### config.mk
export PLATFORM = sky130hd
export DESIGN_NAME = lcd_refresh_ctrl
export DESIGN_NICKNAME = d
export VERILOG_FILES = /design/src/rtl/lcd_refresh_ctrl.sv
export SDC_FILE = /design/constraint.sdc
export NUM_CORES = 1
export LEC_CHECK = 0
export CORE_MARGIN = 4
export CORE_UTILIZATION = 49
export CTS_CLUSTER_SIZE = 8
export DETAILED_ROUTE_END_ITERATION = 8
export GPL_TIMING_DRIVEN = 1
export HOLD_SLACK_MARGIN = 0.1
export PLACE_DENSITY = 0.79
export SETUP_SLACK_MARGIN = 0.1
export SLEW_MARGIN = 5
export SYNTH_ARGS = -nofsm -noshare
export SYNTH_HDL_FRONTEND = slang
export SYNTH_SLANG_ARGS = --single-unit
### constraint.sdc
create_clock -name CCLK -period 6.1 [get_ports CCLK]
set_clock_uncertainty 0.1 [all_clocks]
set_input_delay 1.22 -clock CCLK [delete_from_list [all_inputs] [get_ports CCLK]]
set_output_delay 1.22 -clock CCLK [all_outputs]
set_load 0.02 [all_outputs]
### src/rtl/lcd_refresh_ctrl.sv
// lcd_refresh_ctrl: drives an HD44780-style 2x16 character LCD in 4-bit mode.
// Power-up wait, init nibbles, config bytes, then an endless refresh of both
// lines from a 32-character snapshot of strdata. All pins are registered.
module lcd_refresh_ctrl #(
    parameter int unsigned T_PWR   = 750000,
    parameter int unsigned T_INIT  = 205000,
    parameter int unsigned T_SETUP = 2,
    parameter int unsigned T_E     = 12,
    parameter int unsigned T_GAP   = 50,
    parameter int unsigned T_CMD   = 2000,
    parameter int unsigned T_CLR   = 82000
) (
    input  logic         CCLK,
    input  logic         reset,
    input  logic [255:0] strdata,
    output logic         LCDE,
    output logic         LCDRS,
    output logic         LCDRW,
    output logic [3:0]   LCDDAT,
    output logic         ready,
    output logic         frame_done
);

    // Terminal counts: a state lasting N cycles ends when the counter reads N-1.
    localparam logic [19:0] PWR_LAST   = 20'(T_PWR - 32'd1);
    localparam logic [19:0] INIT_LAST  = 20'(T_INIT - 32'd1);
    localparam logic [19:0] SETUP_LAST = 20'(T_SETUP - 32'd1);
    localparam logic [19:0] E_LAST     = 20'(T_E - 32'd1);
    localparam logic [19:0] GAP_LAST   = 20'(T_GAP - 32'd1);
    localparam logic [19:0] CMD_LAST   = 20'(T_CMD - 32'd1);
    localparam logic [19:0] CLR_LAST   = 20'(T_CLR - 32'd1);

    typedef enum logic [2:0] {
        M_PWR   = 3'd0,
        M_INIT  = 3'd1,
        M_CFG   = 3'd2,
        M_FRAME = 3'd3,
        M_DONE  = 3'd4
    } main_t;

    typedef enum logic [1:0] {
        P_SETUP = 2'd0,
        P_EHI   = 2'd1,
        P_GAP   = 2'd2,
        P_WAIT  = 2'd3
    } phase_t;

    main_t          main_q, main_d;
    phase_t         phase_q, phase_d;
    logic [5:0]     idx_q, idx_d;
    logic           hi_q, hi_d;
    logic [19:0]    cnt_q, cnt_d;
    logic [255:0]   snap_q, snap_d;
    logic           lcde_q, lcde_d;
    logic           rs_q, rs_d;
    logic [3:0]     dat_q, dat_d;
    logic           ready_q, ready_d;
    logic           fdone_q, fdone_d;
    logic [8:0]     item_cur_s;
    logic [8:0]     item_nxt_s;
    logic [19:0]    wait_last_s;

    // Item to write in a given phase/index as {RS, byte}. Init nibbles sit in
    // the high half of the byte because only the high nibble is sent.
    function automatic logic [8:0] item_f(input main_t st, input logic [5:0] idx,
                                          input logic [255:0] snap);
        logic [255:0] sh;
        logic [4:0]   k;
        sh = 256'd0;
        k  = 5'd0;
        case (st)
            M_INIT: begin
                if (idx == 6'd3) item_f = 9'h020;
                else             item_f = 9'h030;
            end
            M_CFG: begin
                case (idx[1:0])
                    2'd0:    item_f = 9'h028;
                    2'd1:    item_f = 9'h006;
                    2'd2:    item_f = 9'h00C;
                    default: item_f = 9'h001;
                endcase
            end
            M_FRAME: begin
                if (idx == 6'd0) begin
                    item_f = 9'h080;
                end else if (idx == 6'd17) begin
                    item_f = 9'h0C0;
                end else begin
                    if (idx < 6'd17) k = 5'(idx - 6'd1);
                    else             k = 5'(idx - 6'd2);
                    sh = snap << {k, 3'b000};
                    item_f = {1'b1, sh[255:248]};
                end
            end
            default: item_f = 9'h000;
        endcase
    endfunction

    // State register: sequencer state, counters, snapshot and registered pins.
    always_ff @(posedge CCLK) begin
        if (reset) begin
            main_q  <= M_PWR;
            phase_q <= P_SETUP;
            idx_q   <= 6'd0;
            hi_q    <= 1'b0;
            cnt_q   <= 20'd0;
            snap_q  <= 256'd0;
            lcde_q  <= 1'b0;
            rs_q    <= 1'b0;
            dat_q   <= 4'd0;
            ready_q <= 1'b0;
            fdone_q <= 1'b0;
        end else begin
            main_q  <= main_d;
            phase_q <= phase_d;
            idx_q   <= idx_d;
            hi_q    <= hi_d;
            cnt_q   <= cnt_d;
            snap_q  <= snap_d;
            lcde_q  <= lcde_d;
            rs_q    <= rs_d;
            dat_q   <= dat_d;
            ready_q <= ready_d;
            fdone_q <= fdone_d;
        end
    end

    // Wait length after the current item: the clear command needs the long wait.
    always_comb begin
        item_cur_s = item_f(main_q, idx_q, snap_q);
        if (main_q == M_INIT)            wait_last_s = INIT_LAST;
        else if (item_cur_s == 9'h001)   wait_last_s = CLR_LAST;
        else                             wait_last_s = CMD_LAST;
    end

    // Next-state logic: main phase, nibble sub-phase, item index and counter.
    always_comb begin
        main_d  = main_q;
        phase_d = phase_q;
        idx_d   = idx_q;
        hi_d    = hi_q;
        cnt_d   = cnt_q + 20'd1;
        case (main_q)
            M_PWR: begin
                if (cnt_q == PWR_LAST) begin
                    main_d  = M_INIT;
                    phase_d = P_SETUP;
                    idx_d   = 6'd0;
                    hi_d    = 1'b1;
                    cnt_d   = 20'd0;
                end else begin
                    cnt_d = cnt_q + 20'd1;
                end
            end
            M_INIT, M_CFG, M_FRAME: begin
                case (phase_q)
                    P_SETUP: begin
                        if (cnt_q == SETUP_LAST) begin
                            phase_d = P_EHI;
                            cnt_d   = 20'd0;
                        end else begin
                            cnt_d = cnt_q + 20'd1;
                        end
                    end
                    P_EHI: begin
                        if (cnt_q == E_LAST) begin
                            phase_d = P_GAP;
                            cnt_d   = 20'd0;
                        end else begin
                            cnt_d = cnt_q + 20'd1;
                        end
                    end
                    P_GAP: begin
                        if (cnt_q == GAP_LAST) begin
                            cnt_d = 20'd0;
                            if (hi_q && (main_q != M_INIT)) begin
                                phase_d = P_SETUP;
                                hi_d    = 1'b0;
                            end else begin
                                phase_d = P_WAIT;
                            end
                        end else begin
                            cnt_d = cnt_q + 20'd1;
                        end
                    end
                    P_WAIT: begin
                        if (cnt_q == wait_last_s) begin
                            cnt_d   = 20'd0;
                            phase_d = P_SETUP;
                            hi_d    = 1'b1;
                            if ((main_q == M_INIT) && (idx_q == 6'd3)) begin
                                main_d = M_CFG;
                                idx_d  = 6'd0;
                            end else if ((main_q == M_CFG) && (idx_q == 6'd3)) begin
                                main_d = M_FRAME;
                                idx_d  = 6'd0;
                            end else if ((main_q == M_FRAME) && (idx_q == 6'd33)) begin
                                main_d = M_DONE;
                                idx_d  = 6'd0;
                            end else begin
                                idx_d = idx_q + 6'd1;
                            end
                        end else begin
                            cnt_d = cnt_q + 20'd1;
                        end
                    end
                    default: begin
                        phase_d = P_SETUP;
                        cnt_d   = 20'd0;
                    end
                endcase
            end
            M_DONE: begin
                main_d  = M_FRAME;
                phase_d = P_SETUP;
                idx_d   = 6'd0;
                hi_d    = 1'b1;
                cnt_d   = 20'd0;
            end
            default: begin
                main_d  = M_PWR;
                phase_d = P_SETUP;
                idx_d   = 6'd0;
                hi_d    = 1'b0;
                cnt_d   = 20'd0;
            end
        endcase
        // Text is captured once per frame, on entry to the frame sequence.
        if ((main_d == M_FRAME) && (main_q != M_FRAME)) snap_d = strdata;
        else                                            snap_d = snap_q;
    end

    // Output logic: pins follow the next state so they are registered in step
    // with it; RS/DAT are only updated outside the E-high phase.
    always_comb begin
        item_nxt_s = item_f(main_d, idx_d, snap_d);
        lcde_d     = 1'b0;
        rs_d       = rs_q;
        dat_d      = dat_q;
        if (((main_d == M_INIT) || (main_d == M_CFG) || (main_d == M_FRAME)) &&
            (phase_d != P_WAIT)) begin
            lcde_d = (phase_d == P_EHI);
            rs_d   = item_nxt_s[8];
            if (hi_d) dat_d = item_nxt_s[7:4];
            else      dat_d = item_nxt_s[3:0];
        end else begin
            lcde_d = 1'b0;
        end
        fdone_d = (main_d == M_DONE);
        ready_d = ready_q | (main_d == M_FRAME);
    end

    assign LCDE       = lcde_q;
    assign LCDRS      = rs_q;
    assign LCDRW      = 1'b0;
    assign LCDDAT     = dat_q;
    assign ready      = ready_q;
    assign frame_done = fdone_q;

endmodule

==> reports/results.txt <==
Final HPWL DP - 46.55 mm
Worst setup startpoint - idx_q[0]
global-route wire length before repair - 96.19 mm
R2R Setup Slk - 0.29 ns
DRT Pass-1 Iters - 6
asr flop ratio synth - 0%
initial core utilization - 50.15%
Inst Count DP - 2853
final critical-path share of the clock period - 95.27%
Netlist cell types - 94
global route overflow - 0
commonest non-fill, non-tap cells in the layout - nand2_1 (779), dfxtp_1 (296), a21oi_1 (266)
max incr delay on CP - 0.51 ns
Worst Hold Class - reg -> reg
Leak - 7.700 nW
share of cells above drive strength 1 - 10.16%
slowest CP cell - mux2_2
worst path cell trace - inv_2 > ha_4 > or3b_4 > a21oi_4 > buf_6 > a31oi_2 > xnor2_2 > nand4b_1 > o21a_2 > a2111oi_4 > a21oi_2 > or2_1 > ha_2 > inv_1 > o32ai_4 > nand2_2 > mux2_2 > a311o_1 > a41o_1 > or4_1 > a22oi_1 > o211ai_1 > a2bb2oi_1 > o21a_1
Reg-to-Reg Start - idx_q[0]
unrepaired setup endpoints after global routing - false
CTS tree - yes
post-DR wirelength/cell - 22.23 µm
pwr dens - 203.4 mW/mm²
Slew Limit Headroom - 18.20%
leading cell type in the layout, fill and taps excluded - nand2_1
core area - 0.03287 mm²
r2r endpoint - LCDDAT[2]
largest net degree at the start of global routing - 97
worst ir drop on vdd - 0.1616 mV
Via density - 6.156
top_reg_cell synth - dfxtp_1
setup ws final - 0.2887 ns
Die Ht - 191.4 µm
Max FO, Critical Path - 10
WP buf/inv - 3
Final Hold Fails - 0
P&R area growth vs syn - 29.81%
fin nets - 2751
Port Buffer Count - 265
EDFF count, synth - 0
via count - 17990
WP data required - 6.49 ns
TritonCTS Sinks - 296
ANT cells - 0
post-route ant nets - 0
Multi-input gate area - 0.009892 mm²
vias in the first global route - 17070
later-pin clock latency in the skew report - 0.55 ns
all-layer global routing usage - 33.41%
CTS Buf Count - 43
Least-Margin Pin Slew - 1.218 ns
CP delay by family, top - compound AO/OA/AOI/OAI gates
Hold Buf Count CTS - 0
initial antenna violation count - 0
CTS Root Cell - clkbuf_16
crit end category - flop
FMAX - 172.1 MHz
non-filler cells, final - 2922
critical path class - reg -> reg
Setup WS pre-CTS - -0.1541 ns
Longest Clk Path Bufs - 3
Iter 0 DRT Violations - 2209
Seq/Total Area, Yosys - 35.95%
Routed WL - 64.97 mm
Setup violations, final - 0
FF/Latch Area - 0.005926 mm²
Yosys reg bits - 296
R2R cell count - 24
Placer Congestion - 0.9843
Max-cap violations - 0
Synthesized Nets - 2497
Setup TNS Final - 0 ns
number of fill cells - 2832
Mapped Area - 0.01648 mm²
synth warn - 0
die area - 0.03664 mm²
max-slew violations - 0
Clock transition at path regs - 0.05 ns
worst path arrival time - 6.20 ns
# DRC - 0
worst hold stages - 2
Die Wd - 191.4 µm
Gate Count Post-Synth - 2223
CP Launch Type - flop
min-delay src - snap_q[82]
Max H-tree Level - 2
row cnt - 66
mean post-synth cell area - 7.415 µm²
Hold EP - snap_q[82]
I/O pins - 267
fin crit period - 5.811 ns
status - finished, final reports clean
==> kinds of logic after synthesis <==
family	Yosys count	synth area share [%]
AOI/OAI and AO/OA	492	19.39
xor gates and xnor gates	21	1.161
adders and majority gates	17	1.275
buffers and inverters	192	5.109
DFF	296	35.95
muxes	132	9.906
other	1	0.02275
and+or+nand+nor	1072	27.19
==> layout make-up <==
| cell class | count | area share [%] |
|---|---|---|
| inverter | 20 | 0.3742 |
| sequential | 296 | 27.69 |
| tap | 442 | 2.585 |
| clock inverter | 4 | 0.2982 |
| clock buffer | 44 | 5.093 |
| multi-input combinational | 1736 | 46.23 |
| timing repair buffer | 380 | 17.72 |
==> Yosys cell counts, types with 25 or more instances <==
library cell,count,share of area (%)
a21oi_1,267,8.1
dfxtp_1,296,36
nand4_1,26,0.99
mux2i_1,102,6.2
nand2_1,780,18
clkbuf_1,115,2.6
o21ai_0,33,1.0
a31oi_1,33,1.3
nand3_1,80,2.4
a32oi_1,36,1.9
and3_1,25,0.95
buf_2,39,1.2
nor2_1,81,1.8
==> per-layer routing <==
layer	share of wire (%)	track usage, %	wire (µm)
met1	39	43.92	25120
met2	46	52.62	29600
met3	11	8.181	7194
met4	4.7	14.03	3062
met5	0	0	0
==> worst reg2reg max path: cells and delay by family (launching register included) <==
kind / cells / cell delay, ns
muxes: 1 / 0.51
xor gates and xnor gates: 1 / 0.14
buffers and inverters: 3 / 0.37
and+or+nand+nor: 5 / 1.57
AOI/OAI and AO/OA: 12 / 2.35
adders and majority gates: 2 / 0.41
DFF: 1 / 0.31
==> worst max-delay path by stage <==
stage                      endpoint  slack (ns)  depth (start not counted)
after detailed placement  LCDDAT[1]       -0.15                         26
final                     LCDDAT[2]        0.29                         24
after global placement    LCDDAT[1]        0.08                         26
after floorplan           LCDDAT[2]        0.12                         28
after global routing      LCDDAT[1]        0.05                         27
after CTS                 LCDDAT[1]        0.13                         25
==> timing repair <==
item,4_1_cts,5_1_grt
setup buffers,6,9
endpoints found under the setup margin,4,4
pin swaps,4,8
resized for setup,10,20
cloned,4,2
==> state kept, by name, indices dropped and copies added (netlist names) <==
| name | flops |
|---|---|
| snap_q | 256 |
| cnt_q | 20 |
| main_q | 3 |
| idx_q | 6 |
| phase_q | 2 |
| ready | 1 |
| frame_done | 1 |
| LCDE | 1 |
| LCDDAT | 4 |
| LCDRS | 1 |
| hi_q | 1 |
==> stage by stage <==
step,utilization [%],area (µm²),hold WS (ns),power [mW]
global route,65.10,21400,0.3641,4.458
detailed placement,60.30,19820,0.3456,2.258
finish,65.10,21400,0.3514,4.353
CTS,64.42,21170,0.3522,4.358
floorplan,-,16510,0.3325,2.036
global placement,60.30,19820,0.3411,2.258
==> report_power, final <==
| part | switching, mW | total (mW) | leakage (nW) | internal [mW] |
|---|---|---|---|---|
| Combinational | 0.120 | 0.284 | 4.75 | 0.164 |
| Clock | 0.867 | 2.13 | 0.564 | 1.26 |
| Sequential | 0.00268 | 1.94 | 2.38 | 1.94 |
| Total | 0.990 | 4.35 | 7.70 | 3.36 |
No activity file was read; power rests on OpenSTA's default activity.
